--- config.mk ---
export PLATFORM = sky130hd
export DESIGN_NAME = fd_queue_flat
export DESIGN_NICKNAME = d
export VERILOG_FILES = /design/src/rtl/fd_queue_pkg.sv /design/src/rtl/fd_queue_if.sv /design/src/rtl/fd_queue_mem.sv /design/src/rtl/fd_queue.sv /design/src/flat_wrapper.sv
export SDC_FILE = /design/constraint.sdc
export NUM_CORES = 1
export LEC_CHECK = 0
export BUFFER_PORTS_ARGS = -buffer_cell sky130_fd_sc_hd__buf_2
export CORE_ASPECT_RATIO = 2
export CORE_UTILIZATION = 45
export DETAILED_ROUTE_END_ITERATION = 7
export GPL_TIMING_DRIVEN = 0
export PLACE_DENSITY = 0.68
export SLEW_MARGIN = 20
export SYNTH_ARGS = -nofsm -noshare
export SYNTH_HDL_FRONTEND = slang
export SYNTH_SLANG_ARGS = --single-unit
--- constraint.sdc ---
create_clock -name clk -period 13.6 [get_ports clk]
set_input_delay 3.4 -clock clk [delete_from_list [all_inputs] [get_ports clk]]
set_output_delay 3.4 -clock clk [all_outputs]
set_load 0.01 [all_outputs]
--- src/rtl/fd_queue_pkg.sv ---
// Shared types and constants for the fetch/decode instruction queue.
package fd_pkg;
  parameter int XLEN = 32;

  typedef struct packed {
    logic [XLEN-1:0] instr;
    logic [XLEN-1:0] pc;
    logic [XLEN-1:0] pcplus4;
  } fd_entry_t;

  localparam int ARM_PC_OFFSET = 8;
  localparam int RV_PC_OFFSET  = 4;
endpackage

--- src/rtl/fd_queue_if.sv ---
// Fetch-side and decode-side handshake bundle of the instruction queue.
interface fd_queue_if #(
  parameter int XLEN  = 32,
  parameter int DEPTH = 4,
  parameter int CW    = $clog2(DEPTH+1)
);
  logic            arm;
  logic            validF;
  logic [XLEN-1:0] RDF;
  logic [XLEN-1:0] PCF;
  logic [XLEN-1:0] PCPlus4F;
  logic            readyF;
  logic [XLEN-1:0] instrD;
  logic [XLEN-1:0] PCD;
  logic [XLEN-1:0] PCPlus4D;
  logic [XLEN-1:0] r15D;
  logic            validD;
  logic            stallD;
  logic            flushD;
  logic [CW-1:0]   countD;

  // master: the pipeline around the queue; slave: the queue itself
  modport master (
    output arm, validF, RDF, PCF, PCPlus4F, stallD, flushD,
    input  readyF, instrD, PCD, PCPlus4D, r15D, validD, countD
  );
  modport slave (
    input  arm, validF, RDF, PCF, PCPlus4F, stallD, flushD,
    output readyF, instrD, PCD, PCPlus4D, r15D, validD, countD
  );
endinterface

--- src/rtl/fd_queue_mem.sv ---
// Entry storage: one write port, one asynchronous read port, no reset.
module fd_queue_mem
  import fd_pkg::*;
#(
  parameter  int DEPTH = 4,
  localparam int AW    = $clog2(DEPTH)
) (
  input  logic          clk,
  input  logic          we,
  input  logic [AW-1:0] waddr,
  input  fd_entry_t     wdata,
  input  logic [AW-1:0] raddr,
  output fd_entry_t     rdata
);
  fd_entry_t mem_q [DEPTH];

  always_ff @(posedge clk) begin
    if (we) mem_q[waddr] <= wdata;
  end

  assign rdata = mem_q[raddr];
endmodule

--- src/rtl/fd_queue.sv ---
// Fetch-to-decode instruction FIFO with show-ahead head, one-cycle flush
// and ISA-dependent r15 read value.
module fd_queue
  import fd_pkg::*;
#(
  parameter int XLEN  = fd_pkg::XLEN,
  parameter int DEPTH = 4,
  parameter int CW    = $clog2(DEPTH+1)
) (
  input logic       clk,
  input logic       rst,
  fd_queue_if.slave q
);
  localparam int AW = $clog2(DEPTH);

  logic [AW-1:0] wp_q, wp_d, rp_q, rp_d;
  logic [CW-1:0] count_q, count_d;
  logic          ready, valid, enq, deq, we;
  fd_entry_t     wdata, head;

  // Handshakes see only registered state and rst, never validF/stallD.
  assign ready = rst & (count_q < CW'(DEPTH));
  assign valid = rst & (count_q != '0);
  assign enq   = q.validF & ready;
  assign deq   = valid & ~q.stallD;
  assign we    = enq & ~q.flushD;
  assign wdata = '{instr: q.RDF, pc: q.PCF, pcplus4: q.PCPlus4F};

  always_comb begin
    wp_d    = wp_q + AW'(enq);
    rp_d    = rp_q + AW'(deq);
    count_d = count_q + CW'(enq) - CW'(deq);
    if (q.flushD) begin
      wp_d    = '0;
      rp_d    = '0;
      count_d = '0;
    end
  end

  always_ff @(posedge clk) begin
    if (!rst) begin
      wp_q    <= '0;
      rp_q    <= '0;
      count_q <= '0;
    end else begin
      wp_q    <= wp_d;
      rp_q    <= rp_d;
      count_q <= count_d;
    end
  end

  fd_queue_mem #(.DEPTH(DEPTH)) u_mem (
    .clk   (clk),
    .we    (we),
    .waddr (wp_q),
    .wdata (wdata),
    .raddr (rp_q),
    .rdata (head)
  );

  // Empty head reads as an all-zero bubble on every data output.
  always_comb begin
    q.readyF   = ready;
    q.validD   = valid;
    q.countD   = rst ? count_q : '0;
    q.instrD   = '0;
    q.PCD      = '0;
    q.PCPlus4D = '0;
    q.r15D     = '0;
    if (valid) begin
      q.instrD   = head.instr;
      q.PCD      = head.pc;
      q.PCPlus4D = head.pcplus4;
      q.r15D     = head.pc + XLEN'(q.arm ? ARM_PC_OFFSET : RV_PC_OFFSET);
    end
  end
endmodule
--- src/flat_wrapper.sv ---
// flat-port wrapper written by rule: the top's interface ports become plain ports
module fd_queue_flat import fd_pkg::*;
#(
  parameter int XLEN  = fd_pkg::XLEN,
  parameter int DEPTH = 4,
  parameter int CW    = $clog2(DEPTH+1)
)
  (clk, rst, q_arm, q_validF, q_RDF, q_PCF, q_PCPlus4F, q_stallD, q_flushD, q_readyF, q_instrD, q_PCD, q_PCPlus4D, q_r15D, q_validD, q_countD);
  fd_queue_if #(.XLEN(XLEN), .DEPTH(DEPTH), .CW(CW)) q_i ();
  input logic clk;
  input logic rst;
  input wire logic [$bits(q_i.arm)-1:0] q_arm;
  input wire logic [$bits(q_i.validF)-1:0] q_validF;
  input wire logic [$bits(q_i.RDF)-1:0] q_RDF;
  input wire logic [$bits(q_i.PCF)-1:0] q_PCF;
  input wire logic [$bits(q_i.PCPlus4F)-1:0] q_PCPlus4F;
  input wire logic [$bits(q_i.stallD)-1:0] q_stallD;
  input wire logic [$bits(q_i.flushD)-1:0] q_flushD;
  output wire logic [$bits(q_i.readyF)-1:0] q_readyF;
  output wire logic [$bits(q_i.instrD)-1:0] q_instrD;
  output wire logic [$bits(q_i.PCD)-1:0] q_PCD;
  output wire logic [$bits(q_i.PCPlus4D)-1:0] q_PCPlus4D;
  output wire logic [$bits(q_i.r15D)-1:0] q_r15D;
  output wire logic [$bits(q_i.validD)-1:0] q_validD;
  output wire logic [$bits(q_i.countD)-1:0] q_countD;
  assign q_i.arm = q_arm;
  assign q_i.validF = q_validF;
  assign q_i.RDF = q_RDF;
  assign q_i.PCF = q_PCF;
  assign q_i.PCPlus4F = q_PCPlus4F;
  assign q_i.stallD = q_stallD;
  assign q_i.flushD = q_flushD;
  assign q_readyF = q_i.readyF;
  assign q_instrD = q_i.instrD;
  assign q_PCD = q_i.PCD;
  assign q_PCPlus4D = q_i.PCPlus4D;
  assign q_r15D = q_i.r15D;
  assign q_validD = q_i.validD;
  assign q_countD = q_i.countD;
  fd_queue #(.XLEN(XLEN), .DEPTH(DEPTH), .CW(CW)) u_core (.clk(clk), .rst(rst), .q(q_i));
endmodule
# Word-level counts from Yosys, hierarchy flattened

Memories as Yosys holds them, arrays and structs flattened. A register that Yosys moved wholly into a read port is not among the register bits.
Index checks and enable logic that the tools add are counted.

$lt $le $gt $ge: 1
Bitwise operators: 8
Add/subtract/negate cells: 5
Reductions and logical operators: 2
Multiplexer cells: 9

Operators by type and width:

| cell                 | number |
|---|---|
| $mux W32             | 4 |
| $add A32 B32 Y32     | 1 |
| $and A1 B1 Y1        | 5 |
| $add A2 B1 Y2        | 2 |
| $mux W4              | 1 |
| $add A3 B1 Y3        | 1 |
| $lt A3 B3 Y1 const B | 1 |
| $mux W3              | 1 |
| $not A1 Y1           | 3 |
| $reduce_bool A3 Y1   | 1 |
| $sub A3 B1 Y3        | 1 |
| $mux W1              | 2 |
| $mux W2              | 1 |
| $reduce_or A2 Y1     | 1 |

Output and inout bits: 133
Memory bits (writable): 384
Memories: 1
Register bits after elaboration: 7
Input bits: 102

Memories:

| memory             | depth | bits a word | rd ports | clocked after memory_dff | wr ports | line               | text |
|---|---|---|---|---|---|---|---|
| u_core.u_mem.mem_q | 4     | 96          | 1        | 1                        | 1        | fd_queue_mem.sv:15 | `fd_entry_t mem_q [DEPTH];` |

# Logic depth before layout (Yosys ltp)

Gate-level depths: netlist of run 1.

Depth in word-level cells: 6
Mapped depth: 13
Depth with buffers taken out: 11

# Hierarchy

A second synthesis of run 1 with hierarchy kept.

Cells, all modules: 768
Area, all modules: 15653.8 µm²

Modules (own cells, without submodules):

| module       | times used | cells each | area each (µm²) | seq. area each (µm²) |
|---|---|---|---|---|
| fd_queue_mem | 1          | 506        | 13889.6         | 11531.1 |
| fd_queue     | 1          | 262        | 1764.2          | 140.1 |

# Worst setup path before layout of run 1

No wires, ideal clock.

Path kind: input port to flip-flop
From: input port rst
To: memory u_core.u_mem.mem_q[0][0] (netlist bit) (enable)
Setup time: 0.787 ns
Buffers on the path: 0
Data arrival time: 12.828 ns
Path slack: -0.015 ns
Stages: 3
Cells stage by stage: nor2b_1 > nand2_1 > nor4_1

Cells in the longest elaborated chain, start to end: 5

RTL lines:

| item                          | line               | text |
|---|---|---|
| from (decl)                   | flat_wrapper.sv:11 | `input logic rst;` |
| $and A1 B1 Y1                 | fd_queue.sv:22     | `assign ready = rst & (count_q < CW'(DEPTH));` |
| $and A1 B1 Y1                 | fd_queue.sv:24     | `assign enq = q.validF & ready;` |
| $and A1 B1 Y1                 | fd_queue.sv:26     | `assign we = enq & ~q.flushD;` |
| $mux W1                       | fd_queue_mem.sv:18 | `if (we) mem_q[waddr] <= wdata;` |
| $mux W1 (implied by the code) | fd_queue_mem.sv:18 |  |
| to (decl)                     | fd_queue_mem.sv:15 |  |

Every way passes these cells.

# Worst setup path in the final report of run 1

From: input port rst
To: output port q_instrD[29]

Cells in the longest elaborated chain, start to end: 2

RTL lines:

| item          | line               | text |
|---|---|---|
| $and A1 B1 Y1 | fd_queue.sv:23     | `assign valid = rst & (count_q != '0);` |
| $mux W32      | fd_queue.sv:70     | `if (valid) begin` |
| to (decl)     | flat_wrapper.sv:20 | `output wire logic [$bits(q_i.instrD)-1:0] q_instrD;` |

Every way passes these cells.

==> results of run 1 <==
[per-stage QoR]
stage	utilization	instance area (um^2)	setup TNS, ns	total power, mW	setup WS [ns]
6_report	0.551	18900	0	2.39	4.49
4_1_cts	0.551	18900	0	2.42	4.42
3_5_place_dp	0.519	17800	0	1.47	4.42
2_1_floorplan	-	15700	0	1.41	4.06
3_3_place_gp	0.507	17400	-49.80	1.46	-0.522
5_1_grt	0.551	18900	0	2.47	4.30
[per-layer routing]
metal	track usage	vias up
met5	0	-
met4	0.0780	8
met3	0.0365	70
met2	0.363	243
met1	0.202	4204
li1	-	3702
[kinds of logic after synthesis]
family | after synthesis
muxes | 104
and+or+nand+nor | 193
buffers and inverters | 49
AOI/OAI and AO/OA | 17
adders and majority gates | 8
DFF | 391
xor gates and xnor gates | 16
[how the worst max path moves through the flow]
stage | startpoint | to | cells past startpoint | slack, ns
2_1_floorplan | rst | u_core.u_mem.mem_q[0][0] | 3 | 4.06
3_3_place_gp | rst | u_core.u_mem.mem_q[0][8] | 4 | -0.52
3_5_place_dp | rst | q_instrD[29] | 8 | 4.42
4_1_cts | rst | q_instrD[29] | 8 | 4.42
5_1_grt | rst | q_instrD[29] | 8 | 4.30
6_report | rst | q_instrD[29] | 8 | 4.49
[registers in the layout, indices dropped and copies added (netlist names)]
| signal | cells |
|---|---|
| u_core.count_q | 3 |
| u_core.rp_q | 2 |
| u_core.u_mem.mem_q | 384 |
| u_core.wp_q | 2 |
[synthesized netlist by cell type, drive strengths merged]
master / instances / area (um^2)
nand2b: 1 / 6.26
buf: 27 / 186
a21o: 1 / 7.51
or3: 8 / 50.1
and4: 3 / 28.8
nor3: 7 / 35.0
a21oi: 8 / 40.0
mux4: 96 / 2190
and3: 4 / 25.0
xnor2: 9 / 78.8
xor2: 7 / 61.3
nor4: 6 / 37.5
and2: 102 / 638
ha: 6 / 75.1
nand2: 12 / 45.0
fa: 2 / 40.0
nor2: 30 / 113
dfxtp: 7 / 140
nand4: 7 / 50.1
inv: 9 / 33.8
nor2b: 2 / 12.5
clkbuf: 13 / 48.8
nand3: 10 / 62.6
edfxtp: 384 / 11500
o21ai: 8 / 40.0
mux2: 8 / 90.1
nor4b: 1 / 8.76
[layout make-up]
type,count,area (um^2),share of cell area
Tap cell,441,552,0.0292
Inverter,9,33.8,0.00179
Buffer,40,235,0.0124
Timing Repair Buffer,257,1560,0.0822
Clock inverter,16,135,0.00714
Clock buffer,47,963,0.0509
Sequential cell,391,11700,0.617
Antenna cell,2,5.00,0.000264
Multi-Input combinational cell,338,3770,0.199
[power by group through the flow]
stage	sequential [mW]	combinational, mW	clock (mW)
floorplan	1.37	0.0474	0
global placement	1.37	0.0961	0
detailed placement	1.36	0.104	0
CTS	1.34	0.105	0.976
global route	1.34	0.112	1.02
finish	1.34	0.103	0.951
[critical path, stage by stage]
cell and delay [ns]:
buf_2 0.13, and2_1 0.16, nor3_1 0.56, inv_1 0.26, clkbuf_1 0.41, clkbuf_1 0.39
and2_1 0.25, buf_2 0.14
==> flow_metrics.py, run 1 <==
metrics = {
    "min_path": {
        "hold_path.class": "reg2reg",
        "min_from": "u_core.count_q[2]",
        "whs_endpoint": "u_core.count_q[2]",
        "worstHoldPathCells": 2,
    },
    "setup_path": {
        "r2r_slack_ns": 10.07,
        "r2r_start": "u_core.count_q[0]",
        "start_kind": "input port",
        "r2r_end": "u_core.count_q[2]",
        "cp.required_ns": 10.20,
        "rr_worst_depth": 13,
        "crit_fanout": 10,
        "critPathCaptureType": "primary output",
        "crit_type": "in2out",
        "worstPathArrival_ns": 5.71,
    },
    "floorplanning": {
        "rows": 96,
        "die_area_um2": 35600,
        "dieHeight_um": 266,
        "core_um2": 34400,
        "die_x_um": 134,
        "initial_core_util": 0.456,
        "io_pins": 235,
    },
    "global_routing": {
        "grt_first_pass_wirelength_mm": 49.9,
        "grt_max_degree": 45,
        "antenna_found_initial": 8,
        "grt.total_usage": 0.191,
        "first_global_vias": 8798,
        "grt_overflow": 0,
    },
    "power": {
        "pwr-share-clk": 0.398,
        "p_comb_frac": 0.043,
        "seq_power_share": 0.559,
        "cellPowerDensity_nw_per_um2": 126,
        "intPower_mw": 1.92,
        "p_sw_frac": 0.198,
        "peakVddDrop_mv": 0.0990,
        "switching_power_mw": 0.474,
        "power.leakage_nw": 6.67,
    },
    "timing": {
        "worst_slew_pin_slew_ns": 0.888,
        "finalCritPeriodShare": 0.670,
        "finalClockSkew_ns": 0.00894,
        "drv_slew": 0,
        "slew-limit-headroom": 0.408,
        "layout_min_cycle_time_ns": 9.11,
        "finalHoldViolCount": 0,
        "rsz0062_at_grt": "no",
        "finalSetupViolCount": 0,
        "whs_ns": 0.553,
        "fmax_mhz": 110,
    },
    "synth": {
        "yosysWarnings": 0,
        "ys_seq_elements": 391,
        "syn_nets": 888,
        "syn_inst": 778,
        "yosysUniqueCellTypes": 36,
        "synth-compound-area-share": 0.00559,
        "synth_top_family_by_area": "multiplexers",
        "muxShareOfSynthArea": 0.146,
        "synthAdderAreaFrac": 0.00734,
        "synthSimpleGateAreaFrac": 0.0709,
        "synth_xor_area_frac": 0.00894,
        "syn_area_um2": 15700,
        "seq_area_frac_synth": 0.744,
        "syn_avg_cell_area_um2": 20.2,
    },
    "clocking": {
        "clock-sinks": 391,
        "cts_inserted_buffers": 35,
        "clockBufferDepth": 3,
        "htreeDepth": 2,
        "clk_latency_ns": 0.51,
        "cts_tree": "built",
        "clk_pin_slew_ns": 0.07,
        "cts_setup_buffers": 0,
        "cts_resized": 0,
        "hold_buffers": 0,
        "cts-root-buf": "clkbuf_16",
    },
    "final_layout": {
        "drive_above_1_share": 0.384,
        "final_cell_mix": "edfxtp_1 (384), buf_2 (246), and2_1 (102), mux4_2 (88), clkbuf_16 (37)",
        "final_common_cell": "edfxtp_1",
        "instances_no_fill": 1541,
        "nNetsFinal": 1182,
        "n_fill_cell": 2736,
        "synthToLayoutAreaGrowth_pct": 20.7,
    },
    "run_status": {
        "status": "completed",
    },
    "routing": {
        "met1_length_mm": 12.0,
        "wl_per_cell_um": 21.6,
        "postRouteWirelength_mm": 33.3,
        "first_pass_iters": 4,
        "routed_via_density": 5.34,
        "drc": 0,
        "route.met3.wl_mm": 1.53,
        "dr.max_layer_used": "met5",
        "ant_nets": 0,
        "vias": 8227,
        "drt_iter0_drc": 376,
        "wl_met2_mm": 18.6,
    },
    "placed_design": {
        "dpl.cell_count": 1476,
        "hpwlAfterDp_mm": 23.2,
        "numPortBuffers": 234,
        "gp_congestion": 0.835,
    },
    "run": {
        "maxCapViolCount": 0,
    },
}
(Power assumes the default switching activity.)
==> inputs of run 2 (changes only) <==
--- a/config.mk
+++ b/config.mk
@@ -10,7 +10,7 @@
 export CORE_UTILIZATION = 45
 export DETAILED_ROUTE_END_ITERATION = 7
 export GPL_TIMING_DRIVEN = 0
-export PLACE_DENSITY = 0.68
+export PLACE_DENSITY = 0.65
 export SLEW_MARGIN = 20
 export SYNTH_ARGS = -nofsm -noshare
 export SYNTH_HDL_FRONTEND = slang
==> constraint.sdc (replaced) <==
create_clock -name clk -period 9.55 [get_ports clk]
set_input_delay 2.3875 -clock clk [delete_from_list [all_inputs] [get_ports clk]]
set_output_delay 2.3875 -clock clk [all_outputs]
set_load 0.01 [all_outputs]
==> flow_metrics.py, run 2 (same netlist as run 1, synthesis figures left out) <==
metrics = {
    "clocking": {
        "cts_tree": "built",
        "htreeDepth": 2,
        "cts-root-buf": "clkbuf_16",
        "cts_resized": 0,
        "cts_setup_buffers": 0,
        "cts_inserted_buffers": 35,
        "clock-sinks": 391,
        "clk_latency_ns": 0.53,
        "hold_buffers": 0,
        "clockBufferDepth": 3,
        "clk_pin_slew_ns": 0.06,
    },
    "routing": {
        "drt_iter0_drc": 407,
        "first_pass_iters": 4,
        "routed_via_density": 5.25,
        "wl_per_cell_um": 21.6,
        "drc": 0,
        "postRouteWirelength_mm": 33.3,
        "vias": 8097,
        "ant_nets": 0,
    },
    "setup_path": {
        "cp_cell_sequence": "buf_2, and2_1, nor3_1, inv_1, clkbuf_1, clkbuf_1, and2_1, buf_2",
        "r2r_start": "u_core.count_q[0]",
        "worstPathArrival_ns": 4.84,
        "start_kind": "input port",
        "rr_worst_depth": 13,
        "r2r_slack_ns": 5.98,
        "cpPeakStageDelay_ns": 0.63,
        "critPathCaptureType": "primary output",
        "crit_fanout": 10,
        "cp.required_ns": 7.16,
        "cp_slowest_cell": "nor3_1",
        "crit_type": "in2out",
        "r2r_end": "u_core.count_q[2]",
    },
    "floorplanning": {
        "die_x_um": 134,
        "core_um2": 34400,
        "die_area_um2": 35600,
        "io_pins": 235,
        "rows": 96,
        "dieHeight_um": 266,
        "initial_core_util": 0.456,
    },
    "global_routing": {
        "grt_max_degree": 38,
        "grt.total_usage": 0.191,
        "grt_overflow": 0,
        "antenna_found_initial": 8,
        "grt_first_pass_wirelength_mm": 49.7,
        "first_global_vias": 8647,
    },
    "final_layout": {
        "synthToLayoutAreaGrowth_pct": 20.7,
        "final_common_cell": "edfxtp_1",
        "drive_above_1_share": 0.387,
        "final_cell_mix": "edfxtp_1 (384), buf_2 (246), and2_1 (102), mux4_2 (88), clkbuf_16 (36)",
        "multi_input_area_um2": 3770,
        "n_fill_cell": 2791,
        "largest_reg_flops": 384,
        "nNetsFinal": 1182,
        "max_flop_register": "u_core.u_mem.mem_q",
        "regArea_um2": 11700,
        "top_regs": "u_core.u_mem.mem_q: 384 flops, u_core.count_q: 3 flops",
    },
    "min_path": {
        "hold_path.class": "reg2reg",
        "whs_endpoint": "u_core.count_q[2]",
        "worstHoldPathCells": 2,
        "min_from": "u_core.count_q[2]",
    },
    "timing": {
        "layout_min_cycle_time_ns": 7.23,
        "finalHoldViolCount": 0,
        "slew-limit-headroom": 0.418,
        "drv_slew": 0,
        "whs_ns": 0.568,
        "finalClockSkew_ns": 0.0280,
        "rsz0062_at_grt": "no",
        "finalSetupViolCount": 0,
        "fmax_mhz": 138,
        "worst_slew_pin_slew_ns": 0.873,
        "finalCritPeriodShare": 0.757,
    },
    "run": {
        "maxCapViolCount": 0,
    },
    "power": {
        "power.leakage_nw": 6.68,
        "power_mw": 3.37,
        "cellPowerDensity_nw_per_um2": 178,
        "peakVddDrop_mv": 0.159,
    },
    "placed_design": {
        "gp_congestion": 0.822,
        "hpwlAfterDp_mm": 24.2,
        "numPortBuffers": 234,
    },
    "run_status": {
        "status": "completed",
    },
}
## run 2: cell count changes in the layout (fill, tap and decap cells not counted), moves of 3 or more
cell	change
buf_16	+4
buf_12	-4
clkinv_1	-4
diode_2	+3
clkinv_2	+5
## run 2: cell type report
type	count	area share
Sequential cell	391	0.617
Multi-Input combinational cell	338	0.199
Timing Repair Buffer	257	0.0840
Clock buffer	46	0.0496
Tap cell	441	0.0292
Buffer	40	0.0124
Clock inverter	16	0.00648
Inverter	9	0.00178
Antenna cell	5	0.000661
## run 2: stage by stage
| step | cell area (um^2) | util | instances | worst slack, ns | TNS, ns |
|---|---|---|---|---|---|
| after floorplan | 15700 | - | 778 | 1.02 | 0 |
| after global placement | 17400 | 0.507 | 1453 | -3.70 | -666.93 |
| after detailed placement | 17900 | 0.520 | 1476 | 2.20 | 0 |
| after CTS | 18900 | 0.551 | 1538 | 2.19 | 0 |
| after global routing | 18900 | 0.551 | 1542 | 2.17 | 0 |
| final | 18900 | 0.551 | 1543 | 2.32 | 0 |
## run 2: how the worst max path moves through the flow
| stage | from | endpoint | cells after the start |
|---|---|---|---|
| floorplan | rst | u_core.u_mem.mem_q[0][0] | 3 |
| finish | rst | q_PCD[4] | 8 |
| global placement | rst | u_core.u_mem.mem_q[0][8] | 4 |
| detailed placement | rst | q_PCD[4] | 8 |
| CTS | rst | q_PCD[4] | 8 |
| global route | rst | q_PCD[4] | 8 |
## run 2: critical path, delay by kind of cell
family | cells | cell delay, ns
simple gates | 3 | 1.06
buf+inv | 5 | 1.40
## run 2: where the power goes
part           switching [mW]  internal, mW  total, mW
Clock                   0.589         0.726       1.31
Sequential            0.00405          1.90       1.91
Combinational          0.0832        0.0631      0.146
## run 2: per-layer routing
| layer | global-route usage | share of wire | vias to the layer above | routed length (um) |
|---|---|---|---|---|
| li1 | - | - | 3702 | - |
| met1 | 0.194 | 0.34 | 4104 | 11400 |
| met2 | 0.365 | 0.57 | 210 | 19000 |
| met3 | 0.0371 | 0.047 | 73 | 1570 |
| met4 | 0.0928 | 0.041 | 8 | 1370 |
| met5 | 0 | 0.0016 | - | 55 |
